## src/rtl/fsm_seq_arbiter_if.sv

```systemverilog
// Client/detector-side bundle of the shared-detector round-robin scheduler.
// The slave modport is the scheduler; the master modport is the environment
// (requesters, result consumer and the detector instance).
interface fsm_seq_arbiter_if #(
    parameter int NREQ    = 4,
    parameter int FRAME_W = 8,
    parameter int IDW     = $clog2(NREQ),
    parameter int CNTW    = $clog2(FRAME_W + 1)
);
    logic [NREQ-1:0]         req_i;
    logic [NREQ*FRAME_W-1:0] frame_i;
    logic [NREQ-1:0]         ack_o;
    logic                    det_clr_o;
    logic                    det_x_o;
    logic                    det_outp_i;
    logic                    rsp_valid_o;
    logic                    rsp_ready_i;
    logic [IDW-1:0]          rsp_id_o;
    logic [CNTW-1:0]         rsp_cnt_o;
    logic                    rsp_hit_o;
    logic                    busy_o;

    modport slave (
        input  req_i, frame_i, det_outp_i, rsp_ready_i,
        output ack_o, det_clr_o, det_x_o, rsp_valid_o, rsp_id_o,
               rsp_cnt_o, rsp_hit_o, busy_o
    );

    modport master (
        output req_i, frame_i, det_outp_i, rsp_ready_i,
        input  ack_o, det_clr_o, det_x_o, rsp_valid_o, rsp_id_o,
               rsp_cnt_o, rsp_hit_o, busy_o
    );
endinterface

```

## src/rtl/fsm_seq_arbiter.sv

```systemverilog
// Round-robin scheduler sharing one bit-serial detector between NREQ
// requesters. Each granted frame is run through the detector MSB-first after a
// one-cycle clear, the detector's output pulses are counted, and the count is
// returned tagged with the requester id.
module fsm_seq_arbiter #(
    parameter int NREQ    = 4,
    parameter int FRAME_W = 8,
    parameter int IDW     = $clog2(NREQ),
    parameter int CNTW    = $clog2(FRAME_W + 1)
) (
    input  logic              clk,
    input  logic              reset,   // asynchronous, active low
    fsm_seq_arbiter_if.slave  bus
);
    localparam int KW = $clog2(FRAME_W);
    localparam logic [KW-1:0] K_LAST = KW'(FRAME_W - 1);

    typedef enum logic [2:0] {
        S_IDLE,
        S_CLEAR,
        S_SHIFT,
        S_DRAIN,
        S_RESP
    } state_t;

    state_t              r_state;
    state_t              w_state_nxt;
    logic [IDW-1:0]      r_ptr;
    logic [IDW-1:0]      r_id;
    logic [FRAME_W-1:0]  r_shift;
    logic [KW-1:0]       r_k;
    logic [CNTW-1:0]     r_cnt;

    logic                w_any;
    logic [IDW-1:0]      w_gnt;
    logic [IDW-1:0]      w_idx;
    logic                w_det_clr;
    logic                w_det_x;
    logic [FRAME_W-1:0]  w_frames [NREQ];

    // Unpacked view of the flat frame bus so the granted frame is a plain index.
    for (genvar r = 0; r < NREQ; r++) begin : g_frames
        assign w_frames[r] = bus.frame_i[r*FRAME_W +: FRAME_W];
    end

    // Round-robin search: first pending request after the last grant, wrapping.
    always_comb begin
        // NOTE: every combinational output gets a default before any branch so
        // no path leaves it unassigned (which would infer a latch).
        w_any = 1'b0;
        w_gnt = '0;
        w_idx = '0;
        for (int i = 1; i <= NREQ; i++) begin
            w_idx = IDW'((int'(r_ptr) + i) % NREQ);
            if (!w_any && bus.req_i[w_idx]) begin
                w_any = 1'b1;
                w_gnt = w_idx;
            end
        end
    end

    // State register.
    always_ff @(posedge clk or negedge reset) begin
        if (!reset) begin
            r_state <= S_IDLE;
        end else begin
            r_state <= w_state_nxt;
        end
    end

    // Next-state and per-state detector controls.
    always_comb begin
        w_state_nxt = r_state;
        w_det_clr   = 1'b0;
        w_det_x     = 1'b0;
        unique case (r_state)
            S_IDLE:  if (w_any) w_state_nxt = S_CLEAR;
            S_CLEAR: begin
                w_det_clr   = 1'b1;
                w_state_nxt = S_SHIFT;
            end
            S_SHIFT: begin
                w_det_x = r_shift[FRAME_W-1];
                if (r_k == K_LAST) w_state_nxt = S_DRAIN;
            end
            S_DRAIN: w_state_nxt = S_RESP;
            S_RESP:  if (bus.rsp_ready_i) w_state_nxt = S_IDLE;
            default: w_state_nxt = S_IDLE;
        endcase
    end

    // Capture, serialisation and hit counting.
    always_ff @(posedge clk or negedge reset) begin
        // NOTE: sequential state uses non-blocking assignments so every
        // register samples pre-edge values regardless of statement order.
        if (!reset) begin
            r_ptr   <= IDW'(NREQ - 1);
            r_id    <= '0;
            r_shift <= '0;
            r_k     <= '0;
            r_cnt   <= '0;
        end else begin
            unique case (r_state)
                S_IDLE: begin
                    if (w_any) begin
                        r_ptr   <= w_gnt;
                        r_id    <= w_gnt;
                        r_shift <= w_frames[w_gnt];
                    end
                end
                S_CLEAR: begin
                    r_cnt <= '0;
                    r_k   <= '0;
                end
                S_SHIFT: begin
                    r_shift <= r_shift << 1;
                    r_k     <= r_k + 1'b1;
                    // Detector output is one cycle behind: shift cycle k sees
                    // the response to bit k-1, so cycle 0 has nothing to count.
                    if (r_k != '0 && bus.det_outp_i) r_cnt <= r_cnt + 1'b1;
                end
                S_DRAIN: begin
                    if (bus.det_outp_i) r_cnt <= r_cnt + 1'b1;
                end
                default: ;
            endcase
        end
    end

    // The ack is combinational in the grant cycle; gating with reset keeps it
    // low while reset is held even if requests are already pending.
    assign bus.ack_o       = (r_state == S_IDLE && w_any && reset)
                             ? (NREQ'(1) << w_gnt) : '0;
    assign bus.det_clr_o   = w_det_clr | ~reset;
    assign bus.det_x_o     = w_det_x;
    assign bus.rsp_valid_o = (r_state == S_RESP);
    assign bus.rsp_id_o    = r_id;
    assign bus.rsp_cnt_o   = r_cnt;
    assign bus.rsp_hit_o   = (r_cnt != '0);
    assign bus.busy_o      = (r_state != S_IDLE);
endmodule

```

## src/flat_wrapper.sv

```systemverilog
// flat-port wrapper written by rule: the top's interface ports become plain ports
module fsm_seq_arbiter_flat 
#(
    parameter int NREQ    = 4,
    parameter int FRAME_W = 8,
    parameter int IDW     = $clog2(NREQ),
    parameter int CNTW    = $clog2(FRAME_W + 1)
)
  (clk, reset, bus_req_i, bus_frame_i, bus_det_outp_i, bus_rsp_ready_i, bus_ack_o, bus_det_clr_o, bus_det_x_o, bus_rsp_valid_o, bus_rsp_id_o, bus_rsp_cnt_o, bus_rsp_hit_o, bus_busy_o);
  fsm_seq_arbiter_if #(.NREQ(NREQ), .FRAME_W(FRAME_W), .IDW(IDW), .CNTW(CNTW)) bus_i ();
  input  logic clk;
  input  logic reset;
  input wire logic [$bits(bus_i.req_i)-1:0] bus_req_i;
  input wire logic [$bits(bus_i.frame_i)-1:0] bus_frame_i;
  input wire logic [$bits(bus_i.det_outp_i)-1:0] bus_det_outp_i;
  input wire logic [$bits(bus_i.rsp_ready_i)-1:0] bus_rsp_ready_i;
  output wire logic [$bits(bus_i.ack_o)-1:0] bus_ack_o;
  output wire logic [$bits(bus_i.det_clr_o)-1:0] bus_det_clr_o;
  output wire logic [$bits(bus_i.det_x_o)-1:0] bus_det_x_o;
  output wire logic [$bits(bus_i.rsp_valid_o)-1:0] bus_rsp_valid_o;
  output wire logic [$bits(bus_i.rsp_id_o)-1:0] bus_rsp_id_o;
  output wire logic [$bits(bus_i.rsp_cnt_o)-1:0] bus_rsp_cnt_o;
  output wire logic [$bits(bus_i.rsp_hit_o)-1:0] bus_rsp_hit_o;
  output wire logic [$bits(bus_i.busy_o)-1:0] bus_busy_o;
  assign bus_i.req_i = bus_req_i;
  assign bus_i.frame_i = bus_frame_i;
  assign bus_i.det_outp_i = bus_det_outp_i;
  assign bus_i.rsp_ready_i = bus_rsp_ready_i;
  assign bus_ack_o = bus_i.ack_o;
  assign bus_det_clr_o = bus_i.det_clr_o;
  assign bus_det_x_o = bus_i.det_x_o;
  assign bus_rsp_valid_o = bus_i.rsp_valid_o;
  assign bus_rsp_id_o = bus_i.rsp_id_o;
  assign bus_rsp_cnt_o = bus_i.rsp_cnt_o;
  assign bus_rsp_hit_o = bus_i.rsp_hit_o;
  assign bus_busy_o = bus_i.busy_o;
  fsm_seq_arbiter #(.NREQ(NREQ), .FRAME_W(FRAME_W), .IDW(IDW), .CNTW(CNTW)) u_core (.clk(clk), .reset(reset), .bus(bus_i));
endmodule
```

## config.mk

```make
export PLATFORM = sky130hd
export DESIGN_NAME = fsm_seq_arbiter_flat
export DESIGN_NICKNAME = d
export VERILOG_FILES = /design/src/rtl/fsm_seq_arbiter_if.sv /design/src/rtl/fsm_seq_arbiter.sv /design/src/flat_wrapper.sv
export SDC_FILE = /design/constraint.sdc
export NUM_CORES = 1
export LEC_CHECK = 0
export CORE_MARGIN = 1
export CORE_UTILIZATION = 44
export DETAILED_ROUTE_END_ITERATION = 7
export PLACE_DENSITY = 0.83
export SYNTH_ARGS = -nofsm -noshare
export SYNTH_HDL_FRONTEND = slang
export SYNTH_SLANG_ARGS = --single-unit
export TNS_END_PERCENT = 1
```

## constraint.sdc

```tcl
create_clock -name clk -period 2.1 [get_ports clk]
set_input_delay 0.42 -clock clk [delete_from_list [all_inputs] [get_ports clk]]
set_output_delay 0.42 -clock clk [all_outputs]
set_load 0.03 [all_outputs]
```

==> impl_metrics.tcl <==
set metrics [dict create \
    finalWirelength_mm 3.872 \
    drtPass1Iterations 4 \
    crit_path_end_kind "output port" \
    crit_required_ps 1680 \
    total_power_mw 2.914 \
    design_area_sq_um 2227 \
    synth_ff_type "dfrtp_1" \
    setup_ws_ps -88.13 \
    ys_seq_area_share_pct 38.77 \
    synth_nets 190 \
    drive_gt1_share_pct 22.83 \
    async_reset_ff_share_pct 100.0 \
    fin_setup_tns_ps -288.7 \
    grtUsageTotal_pct 22.57 \
    start_util_pct 46.72 \
    ir_worst_vdd_mv 0.5442 \
    drt-wirelength-per-cell_microns 14.72 \
    n_antenna_cell 0 \
    die_area_sq_um 3473 \
    yosysMostFrequentCell "dfrtp_1" \
    synth_top_area_share_pct 35.09 \
    path_clk_slew_ps 120 \
    finalSetupViolCount 4 \
    status "finished with violations" \
    grt_pass1_wl_mm 5.892 \
    max-slew-margin-rel_pct 74.44 \
    cts_tree "built" \
    row_count 20 \
    min_period_ps 2188 \
    die_x_microns 58.94 \
    use_met2_pct 38.96 \
    clockRootBuffer "clkbuf_4" \
    r2r_cells 7 \
    r2r_slack_ps 290 \
    synth_cell_types 41 \
    fin_cells 263 \
    drtIter0Drc 51 \
    cp-start-kind "flip-flop" \
    syn-mean-instance-area_sq_um 9.837 \
    power_density_nw_per_um2 1308 \
    dpl_cell_area_sq_um 2118 \
    vias 1452 \
    placed_cells_incl_taps 256 \
    worstPathArrival_ps 1770 \
    ys_top_cells_by_area "dfrtp_1 35%, mux2i_1 11%, a22oi_1 4.7%" \
    regToRegStartpoint "u_core.r_ptr[0]" \
    place.gp.congestion 0.8055 \
    holdPathStages 1 \
    synth_enable_flop_cells 0 \
    htree_levels 1 \
    hold_viol 0 \
    r2r-end "u_core.r_shift[6]" \
    io_pins 55 \
    antenna_found_initial 0 \
    violations "negative setup slack" \
    ys_warn_count 0 \
    timing.final.max_slew_violations 0 \
    worstSetupPathType "flip-flop to output port" \
    grt_util_met3_pct 3.297 \
    synthCells 145 \
    leakage_nw 1.001 \
    cts_buffers 3 \
    dp_hpwl_mm 2.962 \
    hold_ws_ps 523.5 \
    die_y_microns 58.94 \
    synth_area_sq_um 1426 \
    grt_max_degree 23 \
    clkLatencyLatePin_ps 310 \
    maxCapViolCount 0 \
    grt_setup_unrepaired "true" \
    grt_overflow 0 \
    area_growth_pct 56.14 \
    drc 0 \
    fin_util_pct 72.95 \
    min_from "u_core.bus.rsp_id_o[0]" \
    via_per_inst 5.521 \
    core_area_sq_um 3053 \
    skew_ps 3.769 \
    met1_usage_pct 27.54 \
    first_global_vias 1410 \
    synth_commonest_cells "20 x dfrtp_1, 16 x mux2i_1, 9 x a22oi_1, 9 x inv_1, 8 x nor2_1" \
    ant_nets 0 \
    min-delay-path-class "flip-flop to flip-flop" \
    fmax_mhz 457.0 \
    numClockSinks 22 \
    io_buffers 54 \
    pre_cts_ws_ps -292.8 \
    cts.path.max_buffers 2 \
    synth_area_leader_cell "dfrtp_1" \
    period_share_pct 104.2 \
    ys_ff_latch 22 \
    grt_busiest_layer "met2" \
    crit_fanout 5 \
    whs_endpoint "u_core.bus.rsp_id_o[0]" \
    final_net_count 265 \
    worst-slew-pin-transition_ps 379.4 \
    hold_buffers 0 \
]
-- area by class of cell --
class                      instances  area, sq um
inverter                          10        37.54
clock buffer                       4        36.28
fill                             231        825.8
multi-input combinational        108        863.3
sequential                        22        553.0
tap                               44        55.05
timing repair buffer              75        681.9
-- report_power, final --
group / internal [mW] / switching [mW]
Clock: 0.106 / 0.129
Combinational: 0.869 / 1.02
Sequential: 0.636 / 0.152
Total: 1.61 / 1.30
-- worst max path at each step --
stage | slack, ps | end | cells past startpoint | start
floorplan | -50 | bus_ack_o[3] | 5 | u_core.r_state[0]
global route | -170 | bus_ack_o[3] | 5 | u_core.r_ptr[1]
detailed placement | -290 | bus_ack_o[3] | 6 | bus_req_i[0]
global placement | -210 | bus_ack_o[2] | 6 | bus_req_i[0]
finish | -90 | bus_ack_o[3] | 5 | u_core.r_ptr[1]
CTS | -140 | bus_ack_o[3] | 5 | u_core.r_ptr[0]
-- flip-flops by register name (all words and copies together), names as in the netlist --
| name | flops |
|---|---|
| u_core.bus.rsp_cnt_o | 4 |
| u_core.bus.rsp_id_o | 2 |
| u_core.r_k | 3 |
| u_core.r_ptr | 2 |
| u_core.r_shift | 8 |
| u_core.r_state | 3 |
-- worst max-delay path, stage by stage (launching register included) --
cell and delay, ps:
dfstp_2 600, buf_4 130, nor2_1 70, nor3_4 250, nor3b_2 230, buf_4 190
-- cells by family after synthesis --
| logic type | Yosys count | synth area share (%) |
|---|---|---|
| DFF | 22 | 38.77 |
| adders and majority gates | 5 | 4.386 |
| AOI/OAI and AO/OA | 39 | 19.56 |
| and+or+nand+nor | 45 | 18.86 |
| xor gates and xnor gates | 3 | 1.842 |
| muxes | 16 | 11.23 |
| buffers and inverters | 15 | 5.350 |
-- metal layers --
layer  up-vias  wire, microns  part of all wire (%)
met4         0             80                   2.1
met5         -              0                     0
met3        10             79                   2.0
met1       720           1588                    41
li1        689              -                     -
met2        33           2123                    55
-- cells in the final DEF, fill, tap and decap left out, drive strengths merged --
cell type / netlist / final
nor4: 1 / 1
xnor2: 3 / 3
ha: 5 / 5
o21a: 2 / 2
o21ai: 8 / 8
nand3: 3 / 3
inv: 10 / 10
o2bb2ai: 3 / 3
mux2i: 16 / 16
a21boi: 1 / 1
nand4b: 1 / 1
clkdlybuf4s50: 0 / 41
nor4b: 1 / 1
dlymetal6s2s: 0 / 1
dfstp: 2 / 2
dfrtp: 20 / 20
o2111ai: 1 / 1
nor3: 5 / 5
o221a: 1 / 1
or4b: 2 / 2
buf: 4 / 27
a21oi: 6 / 6
dlygate4sd2: 0 / 6
o31ai: 1 / 1
a22oi: 9 / 9
or3: 2 / 2
nand2b: 5 / 5
nand4: 1 / 1
nor2: 9 / 9
nor2b: 1 / 1
and4: 1 / 1
and3: 2 / 2
o221ai: 7 / 7
clkbuf: 1 / 4
nand2: 8 / 8
nor3b: 3 / 3
-- timing repair --
item	CTS	global route
buffers inserted	1	2
gates resized for setup	10	8
pin swaps	1	6
endpoints found under the setup margin	7	4
Note: power is estimated with default switching activity, not from simulation.
